==> src/rtl/pu_ram_resp.sv <==
// -----------------------------------------------------------------------------
// pu_ram_resp -- byte-lane RAM responder with a two-state request/response FSM.
//
// Storage is four independent byte banks (lane 0..3), each 2^ROW_BITS x 8.
// A request is taken on a rising edge while ready_out=1 and re_in|we_in=1.
// Stores commit on that accept edge. Loads are read on that edge and the
// response is presented one cycle later. Misaligned half/word accesses
// complete in one access. Addresses wrap modulo the capacity.
//
// Ports:
//   clk            sole clock, rising edge
//   rst            asynchronous active-high reset (bank contents kept)
//   re_in, we_in   load / store request
//   width_in       00 byte, 01 half, 10 word, 11 illegal
//   uns_in         load extension: 0 sign-extend, 1 zero-extend
//   addr_in        byte address
//   wdata_in       store data, least-significant byte at addr_in
//   ready_out      responder can accept a request this cycle
//   resp_valid_out one-cycle response strobe
//   rdata_out      load data (zero for stores and errors)
//   err_out        request rejected
// -----------------------------------------------------------------------------
module pu_ram_resp #(
    parameter int ROW_BITS = 6
) (
    input  logic        clk,
    input  logic        rst,
    input  logic        re_in,
    input  logic        we_in,
    input  logic [1:0]  width_in,
    input  logic        uns_in,
    input  logic [31:0] addr_in,
    input  logic [31:0] wdata_in,
    output logic        ready_out,
    output logic        resp_valid_out,
    output logic [31:0] rdata_out,
    output logic        err_out
);

    localparam int DEPTH = 1 << ROW_BITS;
    localparam int HI_W  = 30 - ROW_BITS;
    localparam logic [ROW_BITS-1:0] ROW_ONE = {{(ROW_BITS-1){1'b0}}, 1'b1};

    localparam logic [0:0] ST_IDLE = 1'b0;
    localparam logic [0:0] ST_RESP = 1'b1;

    logic [0:0]          state_r;
    logic                accept_s;
    logic                err_s;
    logic                is_store_s;
    logic [2:0]          nbytes_s;
    logic [1:0]          off_s;
    logic [ROW_BITS-1:0] base_row_s;
    logic [ROW_BITS-1:0] row_s     [4];
    logic [1:0]          k_s       [4];
    logic [3:0]          wr_en_s;
    logic [7:0]          wbyte_s   [4];
    logic [7:0]          rd_byte_s [4];
    logic [31:0]         raw_s;
    logic [31:0]         load_s;
    logic [31:0]         rdata_next_s;

    assign off_s      = addr_in[1:0];
    assign base_row_s = addr_in[ROW_BITS+1:2];

    // Any address bit above the capacity makes the request illegal, so the
    // wrap-around only ever applies to in-range base addresses.
    assign err_s = (width_in == 2'b11) | (re_in & we_in) |
                   (addr_in[31:ROW_BITS+2] != {HI_W{1'b0}});

    // rst gating keeps a request held during reset from touching the banks.
    assign accept_s   = (state_r == ST_IDLE) & (re_in | we_in) & ~rst;
    assign is_store_s = accept_s & we_in & ~err_s;

    // Access size in bytes.
    always_comb begin
        nbytes_s = 3'd1;
        case (width_in)
            2'b00:   nbytes_s = 3'd1;
            2'b01:   nbytes_s = 3'd2;
            2'b10:   nbytes_s = 3'd4;
            default: nbytes_s = 3'd0;
        endcase
    end

    // Per-lane byte offset, row address, write enable and write byte.
    // Lanes below the start lane belong to the next row (the access wrapped
    // past lane 3), which also wraps the row modulo the bank depth.
    always_comb begin
        for (int l = 0; l < 4; l++) begin
            k_s[l] = 2'(l) - off_s;
            if (2'(l) < off_s) begin
                row_s[l] = base_row_s + ROW_ONE;
            end else begin
                row_s[l] = base_row_s;
            end
            wr_en_s[l] = is_store_s & ({1'b0, k_s[l]} < nbytes_s);
            wbyte_s[l] = wdata_in[{k_s[l], 3'b000} +: 8];
        end
    end

    for (genvar g = 0; g < 4; g++) begin : g_lane
        logic [7:0] mem_r [DEPTH];

        // Byte bank write; contents are deliberately not reset.
        always_ff @(posedge clk) begin
            if (wr_en_s[g]) begin
                mem_r[row_s[g]] <= wbyte_s[g];
            end
        end

        assign rd_byte_s[g] = mem_r[row_s[g]];
    end

    // Rotate lanes into access order and apply size / extension, so the
    // response is fully resolved at the accept edge.
    always_comb begin
        raw_s = 32'h0000_0000;
        for (int k = 0; k < 4; k++) begin
            raw_s[8*k +: 8] = rd_byte_s[2'(off_s + 2'(k))];
        end
        load_s = raw_s;
        case (width_in)
            2'b00:   load_s = {{24{~uns_in & raw_s[7]}},  raw_s[7:0]};
            2'b01:   load_s = {{16{~uns_in & raw_s[15]}}, raw_s[15:0]};
            default: load_s = raw_s;
        endcase
        if (err_s || we_in) begin
            rdata_next_s = 32'h0000_0000;
        end else begin
            rdata_next_s = load_s;
        end
    end

    // Request/response FSM with registered outputs.
    always_ff @(posedge clk or posedge rst) begin
        if (rst) begin
            state_r        <= ST_IDLE;
            ready_out      <= 1'b1;
            resp_valid_out <= 1'b0;
            rdata_out      <= 32'h0000_0000;
            err_out        <= 1'b0;
        end else begin
            case (state_r)
                ST_IDLE: begin
                    if (accept_s) begin
                        state_r        <= ST_RESP;
                        ready_out      <= 1'b0;
                        resp_valid_out <= 1'b1;
                        rdata_out      <= rdata_next_s;
                        err_out        <= err_s;
                    end else begin
                        state_r        <= ST_IDLE;
                        ready_out      <= 1'b1;
                        resp_valid_out <= 1'b0;
                        rdata_out      <= 32'h0000_0000;
                        err_out        <= 1'b0;
                    end
                end
                default: begin
                    state_r        <= ST_IDLE;
                    ready_out      <= 1'b1;
                    resp_valid_out <= 1'b0;
                    rdata_out      <= 32'h0000_0000;
                    err_out        <= 1'b0;
                end
            endcase
        end
    end

endmodule

==> config.mk <==
export PLATFORM = sky130hd
export DESIGN_NAME = pu_ram_resp
export DESIGN_NICKNAME = d
export VERILOG_FILES = /design/src/rtl/pu_ram_resp.sv
export SDC_FILE = /design/constraint.sdc
export NUM_CORES = 2
export LEC_CHECK = 0
export ABC_AREA = 1
export ABC_CLOCK_PERIOD_IN_PS = 2400
export CAP_MARGIN = 10
export CELL_PAD_IN_SITES_DETAIL_PLACEMENT = 0
export CELL_PAD_IN_SITES_GLOBAL_PLACEMENT = 1
export CORE_ASPECT_RATIO = 0.8
export CORE_MARGIN = 3
export CORE_UTILIZATION = 40
export CTS_CLUSTER_DIAMETER = 30
export CTS_CLUSTER_SIZE = 25
export DETAILED_ROUTE_END_ITERATION = 10
export PLACE_DENSITY = 0.64
export REMOVE_ABC_BUFFERS = 1
export SLEW_MARGIN = 30
export SYNTH_ARGS = -nofsm -noshare
export SYNTH_HDL_FRONTEND = slang
export SYNTH_SLANG_ARGS = --single-unit
==> constraint.sdc <==
create_clock -name clk -period 2.4 [get_ports clk]
set_input_delay 0.72 -clock clk [delete_from_list [all_inputs] [get_ports clk]]
set_output_delay 0.72 -clock clk [all_outputs]
set_load 0.01 [all_outputs]
* After elaboration in Yosys (flattened, before gate mapping)
Memory sizes are Yosys's and may differ from the RTL's.
Index checks and enable logic that the tools add are counted.
** Word-level totals
- Register bits :: 35
- Bits in latches :: 0
- Memory bits (writable) :: 2048
- Memory bits (read-only) :: 0
- Input bits :: 71
- Output and inout port bits :: 35
- Logic and storage cells :: 95
- Memories :: 4
** Memories
- g_lane[0].mem_r :: words 64, width 8, rd ports 1, clocked after Yosys merged registers in 0, wr ports 1, line 103 : logic [7:0] mem_r [DEPTH];
- g_lane[1].mem_r :: words 64, width 8, rd ports 1, clocked after Yosys merged registers in 0, wr ports 1, line 103
- g_lane[2].mem_r :: words 64, width 8, rd ports 1, clocked after Yosys merged registers in 0, wr ports 1, line 103
- g_lane[3].mem_r :: words 64, width 8, rd ports 1, clocked after Yosys merged registers in 0, wr ports 1, line 103
** Cells by class
- $add $sub $neg :: 8
- Multipliers :: 0
- Div/mod/pow operators :: 0
- $lt $le $gt $ge :: 12
- Equality and inequality tests :: 3
- Shifts and indexed selects :: 4
- Muxes and demuxes :: 35
- Bitwise gates (word level) :: 22
- Reductions and logical operators :: 3
** Operators with widths (number)
- $shiftx A32 B6 Y8 :: 4
- $mux W32 :: 3
- $bmux W8 S2 :: 4
- $mux W8 :: 8
- $pmux W32 S2 :: 1
- $mux W6 :: 4
- $reduce_bool A24 Y1 :: 1
- $mux W1 :: 14
- $ge A3 B3 Y1 const B :: 4
- $lt A2 B3 Y1 :: 4
- $not A2 Y3 :: 4
- $and A1 B1 Y1 :: 11
- $pmux W3 S3 :: 1
- $add A6 B1 Y6 const B :: 1
- $add A2 B2 Y2 const B :: 2
- $eq A2 B2 Y1 const B :: 2
- $lt A1 B2 Y1 const A :: 2
- $lt A2 B2 Y1 const A :: 2
- $not A1 Y1 :: 4
- $sub A1 B2 Y2 const A :: 2
- $sub A2 B2 Y2 const A :: 2
- $or A1 B1 Y1 :: 3
- $add A2 B1 Y2 const B :: 1
- $eq A2 B1 Y1 const B :: 1
- 2 further kinds :: 2

* Longest topological paths before layout
An unclocked memory read counts as a cell.
- Depth in word-level cells :: 11
- Gate-level depth with buffers :: 26
- Mapped depth without buffers :: 21

* Least setup slack after synthesis
No wires, ideal clock.
- Path kind :: input to register
- From :: in addr_in[0]
- To :: mem g_lane[2].mem_r[0][6] (data pin)
- Library setup time :: 0.702 ns
- Arrival :: 4.883 ns
- Data required time :: 1.698 ns
- Path slack :: -3.185 ns
- Stages on the path :: 8
- Path buffers :: 5
- Path through :: clkbuf_1 -> inv_1 -> clkbuf_1 -> clkbuf_1 -> ha_1 -> clkbuf_1 -> buf_1 -> o21ai_0
** RTL lines
- start, declared :: line 32 : input logic [31:0] addr_in,
- end, declared :: line 103

* Worst setup path after layout
- From :: in addr_in[2]
- To :: reg rdata_out[16]
** On the way
- Cells in the longest elaborated chain, start to end :: 11
- Elaborated cells on any way between the ends :: 24
- Those cells by class :: 1 x add/sub; 17 x mux; 2 x bitwise; 4 x memory
** RTL lines
- $add A6 B1 Y6 :: line 93 : row_s[l] = base_row_s + ROW_ONE;
- $mux W6 :: line 92 : if (2'(l) < off_s) begin
- $mem_v2 Z64 W8
- $bmux W8 S2 :: line 120 : raw_s[8*k +: 8] = rd_byte_s[2'(off_s + 2'(k))];
- $mux W8 (implied by the code) (2 in series) :: line 120
- $and A1 B1 Y1 (on tied branches) :: line 125, 124
- $pmux W32 S2 * :: line 123 : case (width_in)
- $mux W32 * :: line 128 : if (err_s || we_in) begin
- $mux W32 * :: line 146 : if (accept_s) begin
- $mux W32 * :: line 144 : case (state_r)
- end signal, assigned :: line 150 : rdata_out <= rdata_next_s;
- end, declared :: line 36 : output logic [31:0] rdata_out,
Mark *: on every way between the ends. The rest lies on a longest branch, timed or not. The select of a mux whose other input is x is not followed.

==> flow_results.xml <==
<?xml version="1.0" encoding="UTF-8"?>
<metrics>
  <group name="outcome">
    <metric name="run_status" unit="">finished with violations</metric>
    <metric name="violations" unit="">setup timing</metric>
  </group>
  <group name="routing">
    <metric name="via_per_inst" unit="">5.26</metric>
    <metric name="drt_iter0_drc" unit="">6899</metric>
    <metric name="final_antenna_net_count" unit="">0</metric>
    <metric name="vias" unit="">65106</metric>
    <metric name="routed_wirelength" unit="µm">297000</metric>
    <metric name="firstDrtPassIters" unit="">5</metric>
    <metric name="drt_drc_violations_left" unit="">0</metric>
    <metric name="post_drt_wl_per_cell" unit="µm">24.0</metric>
  </group>
  <group name="clock_network">
    <metric name="clock-sinks" unit="">2083</metric>
    <metric name="ctsHtreeMaxLevel" unit="">5</metric>
    <metric name="cts.hold.buffers_added" unit="">0</metric>
    <metric name="ctsLongestPathBuffers" unit="">4</metric>
    <metric name="clkTransAtPathRegs" unit="ns">0.05</metric>
    <metric name="worstSkewPairLatency" unit="ns">0.89</metric>
    <metric name="cts_made_buffers" unit="">417</metric>
    <metric name="tritoncts" unit="">yes</metric>
    <metric name="clock_tree.root_cell" unit="">sky130_fd_sc_hd__clkbuf_16</metric>
  </group>
  <group name="timing">
    <metric name="grt_setup_unrepaired" unit="">yes</metric>
    <metric name="worst_margin_slew" unit="ns">0.651</metric>
    <metric name="timing.final.max_slew_violations" unit="">0</metric>
    <metric name="fin_crit_sh" unit="%">113</metric>
    <metric name="setup-violations-final" unit="">182</metric>
    <metric name="postLayoutSetupSlackWorst" unit="ns">-0.322</metric>
    <metric name="timing.fmax" unit="MHz">367</metric>
    <metric name="worst_slew_margin_rel" unit="%">56.6</metric>
    <metric name="skew" unit="ns">0.0421</metric>
    <metric name="timing.final.hold_violations" unit="">0</metric>
    <metric name="timing.final.crit_period" unit="ns">2.72</metric>
  </group>
  <group name="synthesis">
    <metric name="synth.top_cells.by_count" unit="">2048 x sky130_fd_sc_hd__edfxtp_1, 1876 x sky130_fd_sc_hd__nand2_1, 1360 x sky130_fd_sc_hd__nor2_1</metric>
    <metric name="netlist_top_cells_area" unit="">sky130_fd_sc_hd__edfxtp_1 71%, sky130_fd_sc_hd__nand2_1 8.1%, sky130_fd_sc_hd__nor2_1 5.9%</metric>
    <metric name="syn_area_per_cell" unit="µm²">11.2</metric>
    <metric name="synth_top_area_cell" unit="">sky130_fd_sc_hd__edfxtp_1</metric>
    <metric name="synthArstFlopShare" unit="%">1.68</metric>
    <metric name="synthesis.area" unit="µm²">86800</metric>
    <metric name="synth_top_area_share" unit="%">70.8</metric>
    <metric name="post-synth-top-count-cell" unit="">sky130_fd_sc_hd__edfxtp_1</metric>
    <metric name="synth_seq_area_share" unit="%">71.8</metric>
    <metric name="synth_enable_flop_cells" unit="">2048</metric>
    <metric name="ys_seq_elements" unit="">2083</metric>
    <metric name="yosys_most_used_dff" unit="">sky130_fd_sc_hd__edfxtp_1</metric>
    <metric name="syn-instance-count" unit="">7725</metric>
    <metric name="yosys_warnings" unit="">0</metric>
    <metric name="synth.lib_cells_used.distinct" unit="">42</metric>
  </group>
  <group name="global_route">
    <metric name="grt_max_degree" unit="">54</metric>
    <metric name="grt_pass1_vias" unit="">62966</metric>
    <metric name="grt_first_pass_wirelength" unit="µm">432000</metric>
    <metric name="globalRoute.totalOverflow" unit="">0</metric>
    <metric name="antenna_violations_before_repair" unit="">3</metric>
    <metric name="grt_use_met3" unit="%">4.56</metric>
    <metric name="globalRouteMet2Util" unit="%">39.0</metric>
    <metric name="gr-usage-met1" unit="%">38.8</metric>
    <metric name="most_crowded_layer_after_global_routing" unit="">met2</metric>
    <metric name="total_grt_usage" unit="%">26.1</metric>
  </group>
  <group name="min_path">
    <metric name="hold_wc_path_type" unit="">in -&gt; reg</metric>
  </group>
  <group name="power_and_ir_drop">
    <metric name="power.static_leakage" unit="nW">47.8</metric>
    <metric name="power.total" unit="W">0.111</metric>
    <metric name="power-per-cell-area" unit="nW/µm²">911</metric>
    <metric name="ir_drop" unit="µV">675</metric>
  </group>
  <group name="cells_and_area">
    <metric name="final_layout_size_suffix_gt1_share" unit="%">29.4</metric>
    <metric name="num-fill-cells" unit="">17719</metric>
    <metric name="utilization" unit="%">56.5</metric>
    <metric name="areaGrowthSynthToFinish" unit="%">39.9</metric>
    <metric name="num-nets-final" unit="">9259</metric>
  </group>
  <group name="flow_run">
    <metric name="timing.max_cap.violations" unit="">0</metric>
  </group>
  <group name="floorplan">
    <metric name="pin_count" unit="">106</metric>
    <metric name="fp.dieArea" unit="µm²">223000</metric>
    <metric name="initial_core_util" unit="%">40.4</metric>
    <metric name="die_width" unit="µm">527</metric>
    <metric name="number_of_core_rows" unit="">152</metric>
    <metric name="floorplan.core_area" unit="µm²">215000</metric>
    <metric name="die_y" unit="µm">423</metric>
  </group>
  <group name="critical_path">
    <metric name="worst_setup_path_start_kind" unit="">input pin</metric>
    <metric name="critical_path_class" unit="">in -&gt; reg</metric>
    <metric name="worstPathMaxFanout" unit="">8</metric>
    <metric name="kind_of_capture_point_of_the_worst_setup_path" unit="">register</metric>
    <metric name="cp.required" unit="ns">3.20</metric>
    <metric name="worst_ep_arrival_time" unit="ns">3.52</metric>
  </group>
  <group name="placed_design">
    <metric name="port_buffers" unit="">105</metric>
    <metric name="place_hpwl" unit="µm">198000</metric>
    <metric name="gp_congestion" unit="">0.904</metric>
  </group>
</metrics>
## layout by cell type, fill, tap and decap left out, drive strengths merged
cell / Yosys / final
a21oi: 59 / 59
dlygate4sd2: 0 / 27
nor3: 37 / 37
nand3: 320 / 320
dlymetal6s2s: 0 / 27
o31ai: 1 / 1
bufinv: 0 / 65
clkinv: 5 / 167
o21ai: 643 / 643
dfrtp: 34 / 34
o22ai: 176 / 176
o22a: 18 / 18
clkdlybuf4s15: 0 / 10
ha: 8 / 8
or2: 84 / 84
nand3b: 16 / 16
nand4: 79 / 79
a22oi: 1 / 1
dfstp: 1 / 1
clkbuf: 79 / 482
edfxtp: 2048 / 2048
a21o: 1 / 1
inv: 533 / 547
o211ai: 3 / 3
bufbuf: 0 / 14
a211oi: 2 / 2
o21a: 1 / 1
o21bai: 2 / 2
a31oi: 1 / 1
buf: 282 / 1278
clkinvlp: 0 / 54
nor2: 1362 / 1363
nand2: 1886 / 1886
diode: 0 / 3
nor4: 11 / 11
clkdlybuf4s50: 0 / 34
mux2i: 32 / 32
## power breakdown
part | leakage, nW | internal, W | switching [W]
Clock | 6.85 | 0.0391 | 0.0193
Sequential | 18.9 | 0.0408 | 0.00000183
Combinational | 22.0 | 0.00419 | 0.00726
## layer usage
metal | routed length, µm | share of wire, %
met3 | 24700 | 8.3
met5 | 0 | 0
met4 | 9140 | 3.1
met2 | 132000 | 44
met1 | 132000 | 44
## final timing paths
| path | start | to | slack [ns] | depth (start not counted) |
|---|---|---|---|---|
| setup reg to reg | state_r$_DFF_PP0_ | g_lane[3].mem_r[56][4]$_DFFE_PP_ | 0.10 | 9 |
| min in group asynchronous | rst | err_out$_DFF_PP0_ | 0.47 | 4 |
| setup / recovery | addr_in[2] | rdata_out[16]$_DFF_PP0_ | -0.32 | 22 |
| hold reg to reg | state_r$_DFF_PP0_ | state_r$_DFF_PP0_ | 0.61 | 2 |
| max in group asynchronous | rst | rdata_out[5]$_DFF_PP0_ | 1.51 | 4 |
| hold / removal | addr_in[0] | rdata_out[14]$_DFF_PP0_ | 0.39 | 5 |
## timing repair
item / 4_1_cts / 5_1_grt
cloned: 25 / 5
pin swaps: 187 / 189
gates resized for setup: 871 / 572
endpoints found under the setup margin: 2115 / 2084
setup buffers: 94 / 37
## registers in the layout, indices dropped and copies added, names as in the netlist
register and count:
g_lane.mem_r 2048, ready_out 1, err_out 1, rdata_out 32, state_r 1
## final cells by class
class	count	area, µm²	area share (%)
Inverter	538	2110	1.74
Tap cell	2849	3560	2.93
Clock inverter	295	3520	2.89
Clock buffer	476	10800	8.86
Antenna cell	3	7.51	0.00618
Multi-Input combinational cell	4744	24300	20.0
Timing Repair Buffer	1396	14900	12.2
Sequential cell	2083	62400	51.4
## critical path, stage by stage
cell                         delay (ns)
sky130_fd_sc_hd__buf_12            0.12
sky130_fd_sc_hd__ha_4              0.26
sky130_fd_sc_hd__buf_6             0.12
sky130_fd_sc_hd__nand2_4           0.05
sky130_fd_sc_hd__o21ai_4           0.09
sky130_fd_sc_hd__buf_12            0.14
sky130_fd_sc_hd__nand3_4           0.06
sky130_fd_sc_hd__buf_6             0.11
sky130_fd_sc_hd__clkinvlp_4        0.22
sky130_fd_sc_hd__clkbuf_16         0.26
sky130_fd_sc_hd__buf_12            0.15
sky130_fd_sc_hd__o21ai_2           0.05
sky130_fd_sc_hd__nand4_1           0.12
sky130_fd_sc_hd__nand2_2           0.17
sky130_fd_sc_hd__nand2_2           0.09
sky130_fd_sc_hd__nor2_4            0.25
sky130_fd_sc_hd__nand2_2           0.12
sky130_fd_sc_hd__nand2_2           0.10
sky130_fd_sc_hd__nand3_2           0.08
sky130_fd_sc_hd__nand3_2           0.06
sky130_fd_sc_hd__nand2_1           0.05
sky130_fd_sc_hd__nor2_1            0.08
## metrics by stage
step	TNS, ns	hold slack (ns)	setup WS [ns]	cell area (µm²)	std cells
global placement	-3614.10	0.603	-2.39	101000	11467
floorplan	-	0.517	-6.08	85000	7364
CTS	-33.74	0.337	-0.219	119000	12349
global route	-19.78	0.340	-0.341	121000	12382
finish	-13.85	0.389	-0.322	121000	12384
detailed placement	-3688.47	0.598	-2.33	101000	11467
## cell families (layout without fill, tap and decap cells)
logic type	Yosys count	in the layout	share of synthesized area [%]
simple gates	3795	3796	17.6
flops	2083	2083	71.8
compound gates	908	908	5.61
buf+inv	899	2705	4.50
mux	32	32	0.369
fa+ha+maj	8	8	0.115
other cells	0	3	0
No activity file was read; power rests on OpenSTA's default activity.
